$ cat config.mk
export PLATFORM = sky130hd
export DESIGN_NAME = chunked_seq_adder
export DESIGN_NICKNAME = d
export VERILOG_FILES = /design/src/rtl/chunked_seq_adder.sv
export SDC_FILE = /design/constraint.sdc
export NUM_CORES = 1
export LEC_CHECK = 0
export ABC_AREA = 1
export BUFFER_PORTS_ARGS = -buffer_cell sky130_fd_sc_hd__buf_2
export CAP_MARGIN = 10
export CORE_ASPECT_RATIO = 1.1
export CORE_MARGIN = 2
export CORE_UTILIZATION = 59
export CTS_CLUSTER_DIAMETER = 100
export DETAILED_ROUTE_END_ITERATION = 6
export PLACE_DENSITY = 0.86
export SLEW_MARGIN = 20
export SYNTH_ARGS = -nofsm -noshare
export SYNTH_HDL_FRONTEND = slang
export SYNTH_SLANG_ARGS = --single-unit
export TNS_END_PERCENT = 30
$ cat constraint.sdc
create_clock -name clk -period 5.6 [get_ports clk]
set_input_delay 0 -clock clk [delete_from_list [all_inputs] [get_ports clk]]
set_output_delay 0 -clock clk [all_outputs]
set_load 0.05 [all_outputs]
$ cat src/rtl/chunked_seq_adder.sv
// Multi-cycle adder/subtractor: WIDTH-bit operands are added CHUNK bits per clock,
// LSB slice first, with a start/done handshake, subtract mode and signed overflow.
module chunked_seq_adder #(
  parameter int WIDTH = 64,
  parameter int CHUNK = 8
) (
  input  logic             clk,
  input  logic             rst_n,
  input  logic             start,
  input  logic [WIDTH-1:0] a,
  input  logic [WIDTH-1:0] b,
  input  logic             cin,
  input  logic             sub,
  output logic             busy,
  output logic             done,
  output logic [WIDTH-1:0] sum,
  output logic             cout,
  output logic             overflow
);
  localparam int N  = WIDTH / CHUNK;
  localparam int IW = (N > 1) ? $clog2(N) : 1;
  localparam logic [IW-1:0] LAST = IW'(N - 1);

  typedef enum logic [1:0] {IDLE, RUN, DONE} state_t;

  state_t           state;
  logic [IW-1:0]    idx;
  logic             carry;
  logic [WIDTH-1:0] a_r, b_r;
  logic [CHUNK-1:0] a_sl, b_sl;
  logic [CHUNK:0]   s_sl;
  logic             ovf_sl;

  always_comb begin
    a_sl   = a_r[idx*CHUNK +: CHUNK];
    b_sl   = b_r[idx*CHUNK +: CHUNK];
    s_sl   = {1'b0, a_sl} + {1'b0, b_sl} + {{CHUNK{1'b0}}, carry};
    // Same-sign operands giving an opposite-sign MSB is exactly carry-in(MSB) ^ carry-out(MSB).
    ovf_sl = (a_sl[CHUNK-1] == b_sl[CHUNK-1]) && (s_sl[CHUNK-1] != a_sl[CHUNK-1]);
  end

  always_ff @(posedge clk) begin
    if (!rst_n) begin
      state    <= IDLE;
      idx      <= '0;
      carry    <= 1'b0;
      a_r      <= '0;
      b_r      <= '0;
      sum      <= '0;
      cout     <= 1'b0;
      overflow <= 1'b0;
      busy     <= 1'b0;
      done     <= 1'b0;
    end else begin
      case (state)
        // The done cycle also accepts a new start, giving one op every N+1 cycles.
        IDLE, DONE: begin
          done <= 1'b0;
          if (start) begin
            a_r   <= a;
            b_r   <= sub ? ~b : b;
            carry <= sub | cin;
            idx   <= '0;
            busy  <= 1'b1;
            state <= RUN;
          end else begin
            state <= IDLE;
          end
        end
        RUN: begin
          sum[idx*CHUNK +: CHUNK] <= s_sl[CHUNK-1:0];
          carry <= s_sl[CHUNK];
          idx   <= idx + 1'b1;
          if (idx == LAST) begin
            cout     <= s_sl[CHUNK];
            overflow <= ovf_sl;
            busy     <= 1'b0;
            done     <= 1'b1;
            state    <= DONE;
          end
        end
        default: state <= IDLE;
      endcase
    end
  end
endmodule
# Word level (Yosys, flattened, before mapping)
# Index checks and enable logic that the tools add are counted.
word_totals:
  input_bits: 133
  latch_bits: 0
  output_inout_bits: 68
  ramBits: 0
  mem_bits_ro: 0
  ff_bits: 202
  elab_cells: 50
  memories: 0
classes:
  bitwise_logic: 2
  n_div: 0
  n_eq_ne: 7
  addsub: 4
  order_cmp: 0
  shifts: 4
  n_mul: 0
  mux: 14
  n_reduce_logical: 9
op_table:
  columns: ["cell", "count"]
  rows:
  - ["$shiftx 64x7->8", 2]
  - ["$bwmux 64", 1]
  - ["$mux 64", 1]
  - ["$not 64->64", 1]
  - ["$shift 8x34->64 const A", 1]
  - ["$shiftx 8x34->64", 1]
  - ["$neg 6->34", 1]
  - ["$add 8x8->9", 1]
  - ["$add 9x1->9", 1]
  - ["$reduce_and 2->1", 4]
  - ["$pmux 1 s2", 3]
  - ["$pmux 3 s2", 1]
  - ["$mux 1", 5]
  - ["$ne 2x2->1 const B", 2]
  - ["$pmux 2 s2", 1]
  - ["$add 3x1->3 const B", 1]
  - ["$eq 3x3->1 const B", 1]
  - ["$mux 3", 1]
  - ["$reduce_and 3->1", 1]
  - ["$eq 2x1->1 const B", 1]
  - ["$eq 2x2->1 const B", 1]
  - ["$logic_not 2->1", 1]
  - ["$mux 2", 1]
  - ["$reduce_bool 2->1", 1]
  - ["5 further kinds", 5]

# Depth between registers and ports, before layout
logic_depth:
  word_depth: 5
  depth_mapped: 19
  ltp_nobuf: 17

# Least setup slack after synthesis
# Ideal clock, no wire load.
synth_timing:
  path_type: "register to register"
  startpoint: "register idx[0]"
  endpoint: "register sum[12]"
  setup_time_ps: 70
  synth_period_minus_slack_ps: 2821
  arrival_ps: 2751
  setup_slack_ps: 2779
  n_path_buf: 2
  stages_incl_launch_ff: 17
  required_ps: 5530
  path_cell_list: "dfxtp_1 inv_2 buf_2 buf_2 a21oi_1 o21ai_0 a31oi_1 fa_1 inv_1 fa_1 inv_1 nand2_1 nand2_1 and2_1 xor2_1 nand3_1 a21oi_1"
synth_via:
  elab_chain_cells: 5
  elab_cells_between_ends: 8
  cone_classes: "add/sub: 3; shift: 4; mux: 1"
synth_rtl:
  columns: ["item", "line", "text"]
  rows:
  - ["start, declared", "27", "logic [IW-1:0] idx;"]
  - ["start signal, assigned", "73", "idx <= idx + 1'b1;"]
  - ["$shiftx 64x7->8 (on tied branches)", "35, 36", null]
  - ["$add 8x8->9", "37", "s_sl = {1'b0, a_sl} + {1'b0, b_sl} + {{CHUNK{1'b0}}, carry};"]
  - ["$add 9x1->9", "37", null]
  - ["$shiftx 8x34->64", "71", "sum[idx*CHUNK +: CHUNK] <= s_sl[CHUNK-1:0];"]
  - ["$bwmux 64 (*)", "71", null]
  - ["end signal, assigned by index", "71", null]
  - ["end, declared", "16", "output logic [WIDTH-1:0] sum,"]
# Mark *: on every way between the ends. The rest lies on a longest branch, timed or not.
# A chain may end at the register's enable or synchronous reset.

# Final worst setup path
layout_timing:
  startpoint: "register idx[1]"
  endpoint: "register sum[60]"
# Same word-level chain as after synthesis.

==> out/summary.txt <==
Via Count -> 9,828
largest cells by area after synthesis -> dfxtp_1 (44%), o21ai_0 (13%), a21oi_1 (8.8%)
worst-margin pin slew -> 1.04 ns
layout cells sized above 1 -> 0.179
metal3 WL -> 2390 µm
clock skew -> 0.0152 ns
Critical Path Sink Type -> flop
Worst-path clk slew -> 0.07 ns
Slew Limit Headroom -> 0.306
fill count -> 1,044
nets@finish -> 1,632
TritonCTS Buffers -> 20
core footprint -> 15,500 µm²
hpwl dp -> 16,100 µm
H-tree levels -> 1
Clk Latency, worst-skew pair -> 0.49 ns
arrival time worst endpoint -> 4.41 ns
Distinct cells, synth -> 39
Post-CTS Resized -> 0
WL/cell -> 17.6 µm
min-delay worst type -> in2reg
post-synthesis cell area -> 9250 µm²
dominant cell type by area after synthesis -> dfxtp_1
commonest non-fill, non-tap cell in the layout -> o21ai_0
grt total ovfl -> 0
Initial Utilization -> 0.597
Root Driver -> clkbuf_16
first-pass GRT wire length -> 45,800 µm
uppermost layer routed -> met4
full die area -> 16,700 µm²
flops & latches, synth -> 202
Final setup viols -> 0
max-slew violations -> 0
Worst Reg2Reg Path Length in Cells -> 16
Met2 Wirelength -> 14,500 µm
Required @ worst endpoint -> 6.02 ns
clock tree buffer depth -> 3
Area growth syn-to-layout -> 30.4%
MaxCap Viol Count -> 0
most frequent cells in the layout -> o21ai_0 (243), dfxtp_1 (201), buf_2 (198)
RSZ-0062 raised after global routing -> false
fin crit share -> 0.713
drt total wl -> 29,900 µm
CTS tree -> built
Final Hold Vio Count -> 0
Max VDD drop -> 0.000248 V
Worst setup SP type -> flop
DRT antenna net count -> 0
Sum Neg Setup Slack -> 0 ns
TritonRoute pass-1 iters -> 6
Worst Hold Depth -> 3
Min Clock Period, post-route -> 3.99 ns
via/cell ratio -> 5.79
Initial DRC Count -> 1,062
Place WS -> 1.81 ns
PortBufs -> 200
setup ws final -> 1.61 ns
Die X -> 123 µm
WS Path Type -> reg2reg
sequential area share after synthesis -> 0.437
Mapped Nets -> 1,366
status -> complete, no violations
peak fanout along the critical path -> 36
f_max -> 250 MHz
GRT Overall Usage -> 0.346
Post-Route M1 WL -> 11,100 µm
io pins -> 201
overall die height -> 135 µm
pin count of the biggest net entering global routing -> 114
Synth Instances -> 1,217
initial antenna violation count -> 2
vias in the first global route -> 9,387
final RePlAce weighted congestion -> 0.866
num rows -> 48
YS warnings -> 0
number of remaining DRC errors -> 0
Pleak -> 0.00527 µW
Syn Area/Cell -> 7.60 µm²
top cell type's share of synthesized area -> 0.437
PD cells -> 303 nW/µm²
CTS Sinks -> 202
[layout make-up]
cell class	count	area, µm²	share of cell area
antenna	2	5.00	0.000415
clock buffer	28	582	0.0482
clock inverter	6	30.0	0.00249
inverter	86	330	0.0274
multi-input combinational	838	4480	0.371
sequential	202	4050	0.335
tap	200	250	0.0207
timing repair buffer	335	2340	0.194
[state kept, by name, indices dropped and copies added, names as in the netlist]
signal    flops
state         2
done          1
idx           3
a_r          64
sum          64
busy          1
carry         1
overflow      1
cout          1
b_r          64
[power breakdown]
group / switching [µW] / total [µW] / internal [µW]
combinational: 499 / 787 / 289
clock: 558 / 1280 / 723
sequential: 53.7 / 1580 / 1530
total: 1110 / 3650 / 2540
[Yosys cell counts]
| master | number |
|---|---|
| nand4_1 | 6 |
| dfxtp_1 | 202 |
| clkbuf_1 | 57 |
| nor4_4 | 5 |
| inv_4 | 2 |
| xnor2_1 | 65 |
| a211oi_1 | 1 |
| or2_2 | 2 |
| buf_4 | 1 |
| o21bai_1 | 1 |
| fa_1 | 2 |
| ha_1 | 14 |
| o21ai_1 | 11 |
| nor2_4 | 2 |
| a21oi_1 | 162 |
| o211a_1 | 1 |
| inv_2 | 5 |
| a31oi_1 | 7 |
| a2111oi_0 | 1 |
| and2_1 | 1 |
| buf_2 | 21 |
| nand3_1 | 30 |
| nor2_1 | 175 |
| nand2_1 | 75 |
| xor2_1 | 2 |
| o21a_1 | 1 |
| inv_1 | 79 |
| buf_1 | 8 |
| a21oi_2 | 5 |
| o21ai_0 | 243 |
| o21ai_2 | 3 |
| o31ai_1 | 1 |
| nor3_1 | 3 |
| o22ai_1 | 14 |
| buf_6 | 4 |
| nand2_2 | 2 |
| nand2_4 | 1 |
| nand4_4 | 1 |
| nand3b_1 | 1 |
[logic make-up after synthesis]
| kind of cell | synth area share |
|---|---|
| compound gates | 0.252 |
| simple gates | 0.145 |
| flops | 0.437 |
| buf+inv | 0.0789 |
| xor+xnor | 0.0634 |
| fa+ha+maj | 0.0233 |
[per-layer routing]
metal	track usage	up-vias
met5	0	-
met2	0.583	602
met1	0.412	4465
met4	0.219	0
met3	0.0471	159
li1	-	4602
[per-stage QoR]
step / total power, µW / hold WS (ns) / std cells / utilization / area, µm²
after floorplan: 2080 / 0.167 / 1217 / - / 9250
after global placement: 2260 / 0.254 / 1532 / 0.655 / 10200
after detailed placement: 2280 / 0.258 / 1532 / 0.655 / 10200
after CTS: 3600 / 0.0963 / 1695 / 0.778 / 12100
after global routing: 3790 / 0.149 / 1697 / 0.779 / 12100
final: 3650 / 0.122 / 1697 / 0.779 / 12100
[final timing paths]
check	start	end	slack, ns
worst min-delay path	rst_n	sum[38]$_SDFFE_PN0P_	0.12
worst min register to register	done$_SDFFE_PN0P_	done$_SDFFE_PN0P_	0.45
worst max register to register	idx[1]$_SDFFE_PN0P_	sum[60]$_SDFFE_PN0P_	1.61
worst max-delay path	idx[1]$_SDFFE_PN0P_	sum[60]$_SDFFE_PN0P_	1.61
[timing repair]
action                                 CTS  global route
endpoints found under the hold margin  129             0
hold buffers                           129             0
buffers inserted                         0             0
[critical path, stage by stage (launching register included)]
cell and delay, ns:
dfxtp_1 0.98, inv_4 0.36, a21oi_1 0.27, o21ai_0 0.12
nand2_1 0.08, nor2_1 0.04, a31oi_1 0.22, fa_1 0.23
inv_1 0.06, fa_1 0.39, inv_1 0.07, nand2_1 0.04
nand2_1 0.08, and2_1 0.17, xor2_1 0.43, nand3_1 0.17
a21oi_1 0.15
Power figures use the tool's default switching activity.
